===== src/rtl/spawn_scheduler_pkg.sv =====
// Shared game constants for the spawn path: requester identities, scheduler
// defaults and the scheduler FSM encoding.
package spawn_scheduler_pkg;

  // Requester slots, in arbitration order.
  typedef enum logic [1:0] {
    REQ_SMALL  = 2'd0,
    REQ_MEDIUM = 2'd1,
    REQ_LARGE  = 2'd2,
    REQ_BOMB   = 2'd3
  } requester_e;

  localparam int NUM_REQ_DEF     = 4;
  localparam int REQ_IDX_LEN_DEF = 2;
  localparam int RAND_WIDTH_DEF  = 10;
  localparam int X_LIMIT_DEF     = 400;
  localparam int GAP_CYCLES_DEF  = 8;

  // Wide enough for the largest cooldown load (GAP_CYCLES up to 255).
  localparam int CNT_WIDTH = 8;

  typedef enum logic [1:0] {
    ST_IDLE     = 2'd0,
    ST_GRANT    = 2'd1,
    ST_COOLDOWN = 2'd2
  } state_e;

endpackage


===== src/rtl/spawn_scheduler_if.sv =====
// Request/grant bundle between the spawn requesters and the scheduler.
interface spawn_scheduler_if
  import spawn_scheduler_pkg::*;
#(
  parameter int NUM_REQ     = NUM_REQ_DEF,
  parameter int REQ_IDX_LEN = REQ_IDX_LEN_DEF,
  parameter int RAND_WIDTH  = RAND_WIDTH_DEF
);

  logic                   en_i;
  logic [NUM_REQ-1:0]     req_i;
  logic [RAND_WIDTH-1:0]  rand_i;
  logic [NUM_REQ-1:0]     grant_o;
  logic [REQ_IDX_LEN-1:0] grant_idx_o;
  logic [RAND_WIDTH-1:0]  pos_x_o;
  logic                   valid_o;
  logic                   busy_o;

  modport master (
    output en_i, req_i, rand_i,
    input  grant_o, grant_idx_o, pos_x_o, valid_o, busy_o
  );

  modport slave (
    input  en_i, req_i, rand_i,
    output grant_o, grant_idx_o, pos_x_o, valid_o, busy_o
  );

endinterface


===== src/rtl/spawn_scheduler_rr_arbiter.sv =====
// Combinational round-robin pick: first set request at or above the pointer,
// wrapping from the top requester back to 0.
module rr_arbiter #(
  parameter int NUM_REQ = 4,
  parameter int IDX_LEN = 2
) (
  input  logic [NUM_REQ-1:0] i_req,
  input  logic [IDX_LEN-1:0] i_ptr,
  output logic               o_any,
  output logic [IDX_LEN-1:0] o_idx
);

  int                 w_pos;
  logic [IDX_LEN-1:0] w_cand;

  // NOTE: every always_comb output gets a default before any branch, so no
  // path leaves a signal unassigned and no latch is inferred.
  always_comb begin
    o_any  = 1'b0;
    o_idx  = '0;
    w_pos  = 0;
    w_cand = '0;
    // Walk from farthest to nearest offset; the nearest hit is written last.
    for (int i = NUM_REQ - 1; i >= 0; i--) begin
      w_pos = int'(i_ptr) + i;
      if (w_pos >= NUM_REQ) begin
        w_pos = w_pos - NUM_REQ;
      end
      w_cand = IDX_LEN'(w_pos);
      if (i_req[w_cand]) begin
        o_any = 1'b1;
        o_idx = w_cand;
      end
    end
  end

endmodule


===== src/rtl/spawn_scheduler.sv =====
// Spawn scheduler: grants one requester at a time in round-robin order,
// attaches a folded X position and enforces a cooldown between grants.
module spawn_scheduler
  import spawn_scheduler_pkg::*;
#(
  parameter int NUM_REQ     = NUM_REQ_DEF,
  parameter int REQ_IDX_LEN = REQ_IDX_LEN_DEF,
  parameter int RAND_WIDTH  = RAND_WIDTH_DEF,
  parameter int X_LIMIT     = X_LIMIT_DEF,
  parameter int GAP_CYCLES  = GAP_CYCLES_DEF
) (
  input  logic               clk_run,
  input  logic               rst_n,
  spawn_scheduler_if.slave   bus
);

  localparam logic [RAND_WIDTH-1:0]  X_LIM    = RAND_WIDTH'(X_LIMIT);
  localparam logic [RAND_WIDTH-1:0]  POS_MAX  = RAND_WIDTH'(X_LIMIT - 1);
  localparam logic [REQ_IDX_LEN-1:0] IDX_LAST = REQ_IDX_LEN'(NUM_REQ - 1);
  localparam logic [CNT_WIDTH-1:0]   CNT_LOAD = CNT_WIDTH'(GAP_CYCLES - 1);
  localparam logic [CNT_WIDTH-1:0]   CNT_ONE  = CNT_WIDTH'(1);

  state_e                 r_state;
  state_e                 w_state_next;
  logic [REQ_IDX_LEN-1:0] r_ptr;
  logic [REQ_IDX_LEN-1:0] r_idx;
  logic [REQ_IDX_LEN-1:0] w_win_idx;
  logic [REQ_IDX_LEN-1:0] w_ptr_next;
  logic [CNT_WIDTH-1:0]   r_cnt;
  logic [CNT_WIDTH-1:0]   w_cnt_next;
  logic [RAND_WIDTH-1:0]  r_pos;
  logic [RAND_WIDTH-1:0]  w_pos;
  logic [RAND_WIDTH-1:0]  w_pos_sub;
  logic [NUM_REQ-1:0]     r_grant;
  logic [NUM_REQ-1:0]     w_grant_next;
  logic                   r_valid;
  logic                   w_any;
  logic                   w_take;

  rr_arbiter #(
    .NUM_REQ (NUM_REQ),
    .IDX_LEN (REQ_IDX_LEN)
  ) u_rr_arbiter (
    .i_req (bus.req_i),
    .i_ptr (r_ptr),
    .o_any (w_any),
    .o_idx (w_win_idx)
  );

  // Fold the random value into [0, X_LIMIT): one subtraction, then clamp.
  always_comb begin
    w_pos_sub = bus.rand_i - X_LIM;
    if (bus.rand_i < X_LIM) begin
      w_pos = bus.rand_i;
    end else if (w_pos_sub < X_LIM) begin
      w_pos = w_pos_sub;
    end else begin
      w_pos = POS_MAX;
    end
  end

  always_comb begin
    w_grant_next = NUM_REQ'(1) << w_win_idx;
    w_ptr_next   = (w_win_idx == IDX_LAST) ? '0 : w_win_idx + REQ_IDX_LEN'(1);
  end

  always_comb begin
    w_state_next = r_state;
    w_cnt_next   = r_cnt;
    w_take       = 1'b0;
    unique case (r_state)
      ST_IDLE: begin
        if (bus.en_i && w_any) begin
          w_state_next = ST_GRANT;
          w_take       = 1'b1;
        end
      end
      ST_GRANT: begin
        w_state_next = ST_COOLDOWN;
        w_cnt_next   = CNT_LOAD;
      end
      ST_COOLDOWN: begin
        // Leave as the counter reaches zero, so grants under constant
        // demand land GAP_CYCLES+1 cycles apart.
        if (bus.en_i) begin
          if (r_cnt <= CNT_ONE) begin
            w_state_next = ST_IDLE;
            w_cnt_next   = '0;
          end else begin
            w_cnt_next   = r_cnt - CNT_ONE;
          end
        end
      end
      default: begin
        w_state_next = ST_IDLE;
        w_cnt_next   = '0;
      end
    endcase
  end

  // NOTE: sequential state uses non-blocking assignments so every register
  // samples the pre-edge values, independent of statement order.
  always_ff @(posedge clk_run or negedge rst_n) begin
    if (!rst_n) begin
      r_state <= ST_IDLE;
      r_ptr   <= '0;
      r_cnt   <= '0;
      r_idx   <= '0;
      r_pos   <= '0;
      r_grant <= '0;
      r_valid <= 1'b0;
    end else begin
      r_state <= w_state_next;
      r_cnt   <= w_cnt_next;
      r_valid <= w_take;
      r_grant <= w_take ? w_grant_next : '0;
      // Winner and position are captured once; they hold until the next grant.
      if (w_take) begin
        r_idx <= w_win_idx;
        r_pos <= w_pos;
        r_ptr <= w_ptr_next;
      end
    end
  end

  assign bus.grant_o     = r_grant;
  assign bus.grant_idx_o = r_idx;
  assign bus.pos_x_o     = r_pos;
  assign bus.valid_o     = r_valid;
  assign bus.busy_o      = (r_state != ST_IDLE);

  a_valid_onehot : assert property (
    @(posedge clk_run) disable iff (!rst_n) bus.valid_o |-> $onehot(bus.grant_o)
  );

  a_valid_in_grant : assert property (
    @(posedge clk_run) disable iff (!rst_n) bus.valid_o == (r_state == ST_GRANT)
  );

endmodule

===== src/flat_wrapper.sv =====
// flat-port wrapper written by rule: the top's interface ports become plain ports
module spawn_scheduler_flat import spawn_scheduler_pkg::*;
#(
  parameter int NUM_REQ     = NUM_REQ_DEF,
  parameter int REQ_IDX_LEN = REQ_IDX_LEN_DEF,
  parameter int RAND_WIDTH  = RAND_WIDTH_DEF,
  parameter int X_LIMIT     = X_LIMIT_DEF,
  parameter int GAP_CYCLES  = GAP_CYCLES_DEF
)
  (clk_run, rst_n, bus_en_i, bus_req_i, bus_rand_i, bus_grant_o, bus_grant_idx_o, bus_pos_x_o, bus_valid_o, bus_busy_o);
  spawn_scheduler_if #(.NUM_REQ(NUM_REQ), .REQ_IDX_LEN(REQ_IDX_LEN), .RAND_WIDTH(RAND_WIDTH)) bus_i ();
  input  logic clk_run;
  input  logic rst_n;
  input wire logic [$bits(bus_i.en_i)-1:0] bus_en_i;
  input wire logic [$bits(bus_i.req_i)-1:0] bus_req_i;
  input wire logic [$bits(bus_i.rand_i)-1:0] bus_rand_i;
  output wire logic [$bits(bus_i.grant_o)-1:0] bus_grant_o;
  output wire logic [$bits(bus_i.grant_idx_o)-1:0] bus_grant_idx_o;
  output wire logic [$bits(bus_i.pos_x_o)-1:0] bus_pos_x_o;
  output wire logic [$bits(bus_i.valid_o)-1:0] bus_valid_o;
  output wire logic [$bits(bus_i.busy_o)-1:0] bus_busy_o;
  assign bus_i.en_i = bus_en_i;
  assign bus_i.req_i = bus_req_i;
  assign bus_i.rand_i = bus_rand_i;
  assign bus_grant_o = bus_i.grant_o;
  assign bus_grant_idx_o = bus_i.grant_idx_o;
  assign bus_pos_x_o = bus_i.pos_x_o;
  assign bus_valid_o = bus_i.valid_o;
  assign bus_busy_o = bus_i.busy_o;
  spawn_scheduler #(.NUM_REQ(NUM_REQ), .REQ_IDX_LEN(REQ_IDX_LEN), .RAND_WIDTH(RAND_WIDTH), .X_LIMIT(X_LIMIT), .GAP_CYCLES(GAP_CYCLES)) u_core (.clk_run(clk_run), .rst_n(rst_n), .bus(bus_i));
endmodule

===== config.mk =====
export PLATFORM = sky130hd
export DESIGN_NAME = spawn_scheduler_flat
export DESIGN_NICKNAME = d
export VERILOG_FILES = /design/src/rtl/spawn_scheduler_pkg.sv /design/src/rtl/spawn_scheduler_if.sv /design/src/rtl/spawn_scheduler_rr_arbiter.sv /design/src/rtl/spawn_scheduler.sv /design/src/flat_wrapper.sv
export SDC_FILE = /design/constraint.sdc
export NUM_CORES = 1
export LEC_CHECK = 0
export ABC_AREA = 1
export ABC_CLOCK_PERIOD_IN_PS = 2050
export BUFFER_PORTS_ARGS = -buffer_cell sky130_fd_sc_hd__buf_2
export CAP_MARGIN = 10
export CORE_MARGIN = 2
export CORE_UTILIZATION = 55
export DETAILED_ROUTE_END_ITERATION = 12
export PLACE_DENSITY = 0.79
export SYNTH_ARGS = -nofsm -noshare
export SYNTH_HDL_FRONTEND = slang
export SYNTH_SLANG_ARGS = --single-unit

===== constraint.sdc =====
create_clock -name clk_run -period 2.05 [get_ports clk_run]
set_input_delay 0.205 -clock clk_run [delete_from_list [all_inputs] [get_ports clk_run]]
set_output_delay 0.205 -clock clk_run [all_outputs]
set_load 0.02 [all_outputs]

Word-level counts from Yosys, hierarchy flattened
Cells that the tools add are included.

operators by class
  $add $sub $neg = 10
  $lt $le $gt $ge = 11
  equality and inequality tests = 6
  shift operators = 1
  multiplexer cells = 33
  bitwise logic cells = 1
  reductions and logical operators = 5

operators with widths
  operator                                                                              count
  2-bit 2-to-1 mux                                                                      12
  8-bit one-hot mux with 3 select lines                                                 1
  10-bit by 9-bit less-than comparator with 1-bit output (second input constant)        2
  10-bit 2-to-1 mux                                                                     2
  8-bit 2-to-1 mux                                                                      2
  2-bit by 3-bit less-than comparator with 1-bit output (second input constant)         4
  1-bit 2-to-1 mux                                                                      10
  10-bit by 9-bit subtractor with 10-bit output (second input constant)                 1
  3-bit greater-or-equal comparator (second input constant)                             3
  1-bit binary-select mux with 2-bit select                                             4
  8-bit by 1-bit less-or-equal comparator with 1-bit output (second input constant)     1
  2-bit by 1-bit subtractor with 2-bit output (second input constant)                   4
  8-bit by 1-bit subtractor with 8-bit output (second input constant)                   1
  2-bit by 2-bit adder with 3-bit output (second input constant)                        2
  2-bit one-hot mux with 3 select lines                                                 1
  2-bit == test (second input constant)                                                 2
  4-bit 2-to-1 mux                                                                      1
  2-bit by 1-bit != test with 1-bit output (second input constant)                      2
  1-bit by 2-bit << shifter with 4-bit output (first input constant)                    1
  2-bit by 1-bit adder with 3-bit output (second input constant)                        1
  2-bit by 3-bit greater-or-equal comparator with 1-bit output (second input constant)  1
  3-bit AND reduction                                                                   1
  2-bit by 1-bit adder with 2-bit output (second input constant)                        1
  2-bit by 1-bit == test with 1-bit output (second input constant)                      1
  other kinds (6)                                                                       6

storage, ports and cells
  register bits after elaboration = 29
  input bits = 17
  logic and storage cells = 74

Logic depth before layout (Yosys ltp)
  word-level depth = 13
  mapped depth = 14

Cells and area by module
From an unflattened synthesis, not the netlist that was laid out.

unflattened totals
  cell total of the unflattened synthesis = 249
  area, all modules = 1861.8 µm²

modules (own cells, without submodules)
  module           instances  cells each  area each (µm²)  sequential area each (µm²)
  spawn_scheduler  1          203         1649.1           725.7
  rr_arbiter       1          46          212.7            0.0

Least setup slack after synthesis
No wires, ideal clock.

  path type = register to register
  start point = reg u_core.r_ptr[0]
  end point = reg u_core.r_ptr[1]
  setup time = 0.118 ns
  arrival time = 1.534 ns
  slack = 0.399 ns
  stages on the path, launching flop included = 13
  period minus slack after synthesis = 1.651 ns
  cells stage by stage = dfrtp_1 buf_6 inv_8 nand2_1 nand3_1 nand3_1 o21ai_0 nand2_1 nand2_1 inv_1 ha_1 nand2_1 o21ai_2

between the ends
  elaborated cells between the ends (all ways) = 37

RTL lines
  what                                                                                                     line                                                                text
  from (decl)                                                                                              spawn_scheduler.sv:25                                               logic [REQ_IDX_LEN-1:0] r_ptr;
  from (signal assigned)                                                                                   spawn_scheduler.sv:121                                              r_ptr <= w_ptr_next;
  2-bit by 2-bit adder with 3-bit output                                                                   spawn_scheduler_rr_arbiter.sv:25                                    w_pos = int'(i_ptr) + i;
  3-bit greater-or-equal comparator / 2-bit by 1-bit subtractor with 2-bit output (equally long branches)  spawn_scheduler_rr_arbiter.sv:26, spawn_scheduler_rr_arbiter.sv:27
  2-bit 2-to-1 mux                                                                                         spawn_scheduler_rr_arbiter.sv:26                                    if (w_pos >= NUM_REQ) begin
  1-bit binary-select mux with 2-bit select                                                                spawn_scheduler_rr_arbiter.sv:30                                    if (i_req[w_cand]) begin
  1-bit 2-to-1 mux (not written as such)                                                                   spawn_scheduler_rr_arbiter.sv:30
  2-bit 2-to-1 mux (3 in series)                                                                           spawn_scheduler_rr_arbiter.sv:30
  2-bit 2-to-1 mux *                                                                                       spawn_scheduler_rr_arbiter.sv:30
  named net u_core.u_rr_arbiter.o_idx[1]                                                                   spawn_scheduler_rr_arbiter.sv:10                                    output logic [IDX_LEN-1:0] o_idx
  2-bit by 1-bit adder with 2-bit output / 2-bit == test (equally long branches)                           spawn_scheduler.sv:64                                               w_ptr_next = (w_win_idx == IDX_LAST) ? '0 : w_win_idx + REQ_IDX_LEN'(1);
  2-bit 2-to-1 mux *                                                                                       spawn_scheduler.sv:64
  named net u_core.w_ptr_next[1]                                                                           spawn_scheduler.sv:28                                               logic [REQ_IDX_LEN-1:0] w_ptr_next;

Mark *: on every way through the listed nets, which the timed path passes. The rest lies on a longest branch. The select of a mux whose other input is x is not followed.
A chain may end at the register's enable or synchronous reset.

Final worst setup path
Same ends and word-level chain as after synthesis.

==> results.sh <==
export IMPL_clockPowerShare=0.124
export IMPL_timing_final_crit_share=0.893
export IMPL_die_h_um=62.6
export IMPL_synth_top_family_by_area="simple AND/OR/NAND/NOR gates"
export IMPL_combPwrFrac=0.579
export IMPL_core_area_um2=3310
export IMPL_cp_end_kind="flop"
export IMPL_pwr_density_cell_nw_per_um2=1470
export IMPL_io_buffers=34
export IMPL_overflow=0
export IMPL_gp_congestion=0.870
export IMPL_yosys_top_cells_area="dfrtp_1 38%, nand2_1 18%, ha_1 7.9%, inv_1 7.9%, nand3_1 4.2%"
export IMPL_swShare=0.485
export IMPL_start_kind="flop"
export IMPL_max_slew_margin=0.594
export IMPL_yosys_area_top_type="dfrtp_1"
export IMPL_synth_xor_area_share=0.0411
export IMPL_netlist_area_um2=1890
export IMPL_synth_compound_area_frac=0.0503
export IMPL_period_minus_slack_ps=1830
export IMPL_vias=1614
export IMPL_dp_hpwl_mm=2.65
export IMPL_ys_flop_type="dfrtp_1"
export IMPL_p_switching_mw=1.54
export IMPL_synthCells=256
export IMPL_path_max_fanout=8
export IMPL_drive_above_1_share=0.226
export IMPL_synthTopCellsByCount="91 x nand2_1, 40 x inv_1, 29 x dfrtp_1"
export IMPL_cts_tree="built"
export IMPL_syn_area_per_cell_um2=7.38
export IMPL_clkLatencyLatePin_ps=330
export IMPL_r2r_start="u_core.r_ptr[0]$_DFFE_PN0P_"
export IMPL_grt_pass1_vias=1575
export IMPL_synth_edf_count=0
export IMPL_grt_max_degree=30
export IMPL_maxCapViolCount=0
export IMPL_ys_seq_elements=29
export IMPL_vias_per_cell=4.72
export IMPL_cts_root_buf="clkbuf_4"
export IMPL_grt_pass1_wl_mm=6.14
export IMPL_maxSlewViolCount=0
export IMPL_areaGrowthSynthToFinish_pct=14.6
export IMPL_ioPinCount=35
export IMPL_hold_start="bus_rand_i[1]"
export IMPL_ys_seq_area_frac=0.384
export IMPL_clk_pin_slew_ps=90
export IMPL_arrival_ps=2050
export IMPL_cts_setup_buffers=0
export IMPL_skew_ps=12.7
export IMPL_ant_nets=0
export IMPL_outcome="completed"
export IMPL_ir_drop_v=0.000577
export IMPL_synth_top_area_share=0.384
export IMPL_max_freq_ghz=0.546
export IMPL_dieArea_um2=3920
export IMPL_async_reset_ff_frac=1.00
export IMPL_finalWorstSetupSlack_ps=219
export IMPL_dieWidth_um=62.6
export IMPL_synthMuxAreaShare=0
export IMPL_hold_class="primary input to flop"
export IMPL_numCtsBuffers=5
export IMPL_cts_sinks=29
export IMPL_yosysMostFrequentCell="nand2_1"
export IMPL_cp_data_required_time_ps=2270
export IMPL_drt_iter0_markers=53
export IMPL_ys_warn_count=0
export IMPL_p_leak_nw=1.29
export IMPL_synth_fa_ha_area_frac=0.0795
export IMPL_worstMarginPinSlew_ps=609
export IMPL_grt_use_total=0.198
export IMPL_critPathLaunch="u_core.r_ptr[0]$_DFFE_PN0P_"
export IMPL_finalSetupTns_ps=0
export IMPL_ys_types=23
export IMPL_finalSetupViolCount=0
export IMPL_nets=324
export IMPL_crit_type="flop to flop"
export IMPL_internal_power_mw=1.63
export IMPL_grt_setup_unrepaired="no"
export IMPL_dp_slack_ps=143
export IMPL_yosys_area_share_simple=0.330
export IMPL_synth_net_count=285
export IMPL_first_pass_iters=4
export IMPL_wirelength_mm=3.38
export IMPL_hold_violations=0
export IMPL_route_detailed_drc=0
export IMPL_antenna_found_initial=0
export IMPL_post_drt_wl_per_cell_um=9.87
export IMPL_diodes=0
export IMPL_rows=21
export IMPL_h_tree_depth=2
export IMPL_cts_path_max_buffers=2
export IMPL_p_seq_frac=0.298
export IMPL_start_util=0.571
==> power by group through the flow <==
stage          logic, mW  registers [mW]  clock network (mW)
2_1_floorplan       1.31            1.09                   0
3_3_place_gp        1.80           0.946                   0
3_5_place_dp        1.83           0.954                   0
4_1_cts             1.85           0.943               0.406
5_1_grt             2.09           0.972               0.430
6_report            1.84           0.944               0.392
==> cell type report <==
type | count | area [um2]
Fill cell | 325 | 1150
Multi-Input combinational cell | 178 | 946
Sequential cell | 29 | 727
Timing Repair Buffer | 36 | 188
Inverter | 45 | 176
Clock buffer | 7 | 65.1
Tap cell | 46 | 57.6
Clock inverter | 1 | 5.00
==> metal layers <==
metal / global-route usage / share of wire / vias up
met5: 0 / 0 / -
met4: 0.0778 / 0.0089 / 0
met3: 0.0631 / 0.036 / 4
met2: 0.371 / 0.51 / 31
met1: 0.201 / 0.45 / 728
li1: - / - / 851
==> what timing repair did <==
item,in CTS,in global routing
endpoints found under the hold margin,29,0
resized for setup,0,1
endpoints found under the setup margin,0,2
hold buffers,1,0
==> registers in the layout (all words and copies together), names as in the netlist <==
name / cells
u_core.bus.valid_o: 1
u_core.bus.pos_x_o: 10
u_core.r_cnt: 8
u_core.bus.grant_idx_o: 2
u_core.r_ptr: 2
u_core.bus.grant_o: 4
u_core.r_state: 2
==> layout by cell type (no fill, tap or decap), types with 2 or more instances in the layout <==
cell type | synthesis | routed
nand2_1 | 91 | 91
inv_1 | 40 | 40
buf_2 | 0 | 34
dfrtp_1 | 29 | 28
nor2_1 | 17 | 17
nand3_1 | 16 | 16
ha_1 | 12 | 12
o21ai_0 | 8 | 8
nand2_2 | 7 | 7
xor2_1 | 7 | 7
clkbuf_4 | 0 | 5
inv_2 | 4 | 4
nor2_2 | 4 | 4
o211ai_1 | 3 | 3
nand4_1 | 3 | 3
o21ai_1 | 3 | 3
nand3_2 | 2 | 2
clkbuf_8 | 0 | 2
==> worst max-delay path, stage by stage (launching register included) <==
cell and delay (ps):
dfrtp_2 480, inv_8 60, nand2_1 90, nand3_1 110, inv_1 80, nor2_1 30
o21ai_0 150, nand2_1 100, nand2_1 130, inv_1 80, ha_1 290, nand2_1 80
o21ai_2 50
==> logic make-up (layout without fill, tap and decap cells) <==
logic type / Yosys count / in the layout
fa+ha+maj: 12 / 12
buf+inv: 49 / 89
simple gates: 142 / 142
compound gates: 16 / 16
xor+xnor: 8 / 8
flops: 29 / 29
==> path summary, 6_finish.rpt <==
| check | depth (start not counted) | endpoint | slack (ps) |
|---|---|---|---|
| worst min-delay path | 5 | u_core.bus.pos_x_o[1]$_DFFE_PN0P_ | 140 |
| max in group asynchronous | 2 | u_core.r_ptr[0]$_DFFE_PN0P_ | 1190 |
| worst max register to register | 12 | u_core.r_ptr[1]$_DFFE_PN0P_ | 220 |
| worst max-delay path | 12 | u_core.r_ptr[1]$_DFFE_PN0P_ | 220 |
| worst min register to register | 2 | u_core.bus.pos_x_o[9]$_DFFE_PN0P_ | 470 |
| min in group asynchronous | 2 | u_core.bus.grant_o[1]$_DFF_PN0_ | 410 |
==> through the flow <==
step | std cells | util | instance area (um2) | hold WS, ps | total power [mW]
final | 342 | 0.654 | 2160 | 141 | 3.17
after global routing | 342 | 0.654 | 2160 | 167 | 3.49
after CTS | 342 | 0.653 | 2160 | 137 | 3.20
after detailed placement | 333 | 0.629 | 2080 | 255 | 2.78
after global placement | 333 | 0.629 | 2080 | 253 | 2.74
after floorplan | 256 | - | 1890 | -90.6 | 2.40
(Power assumes the default switching activity.)
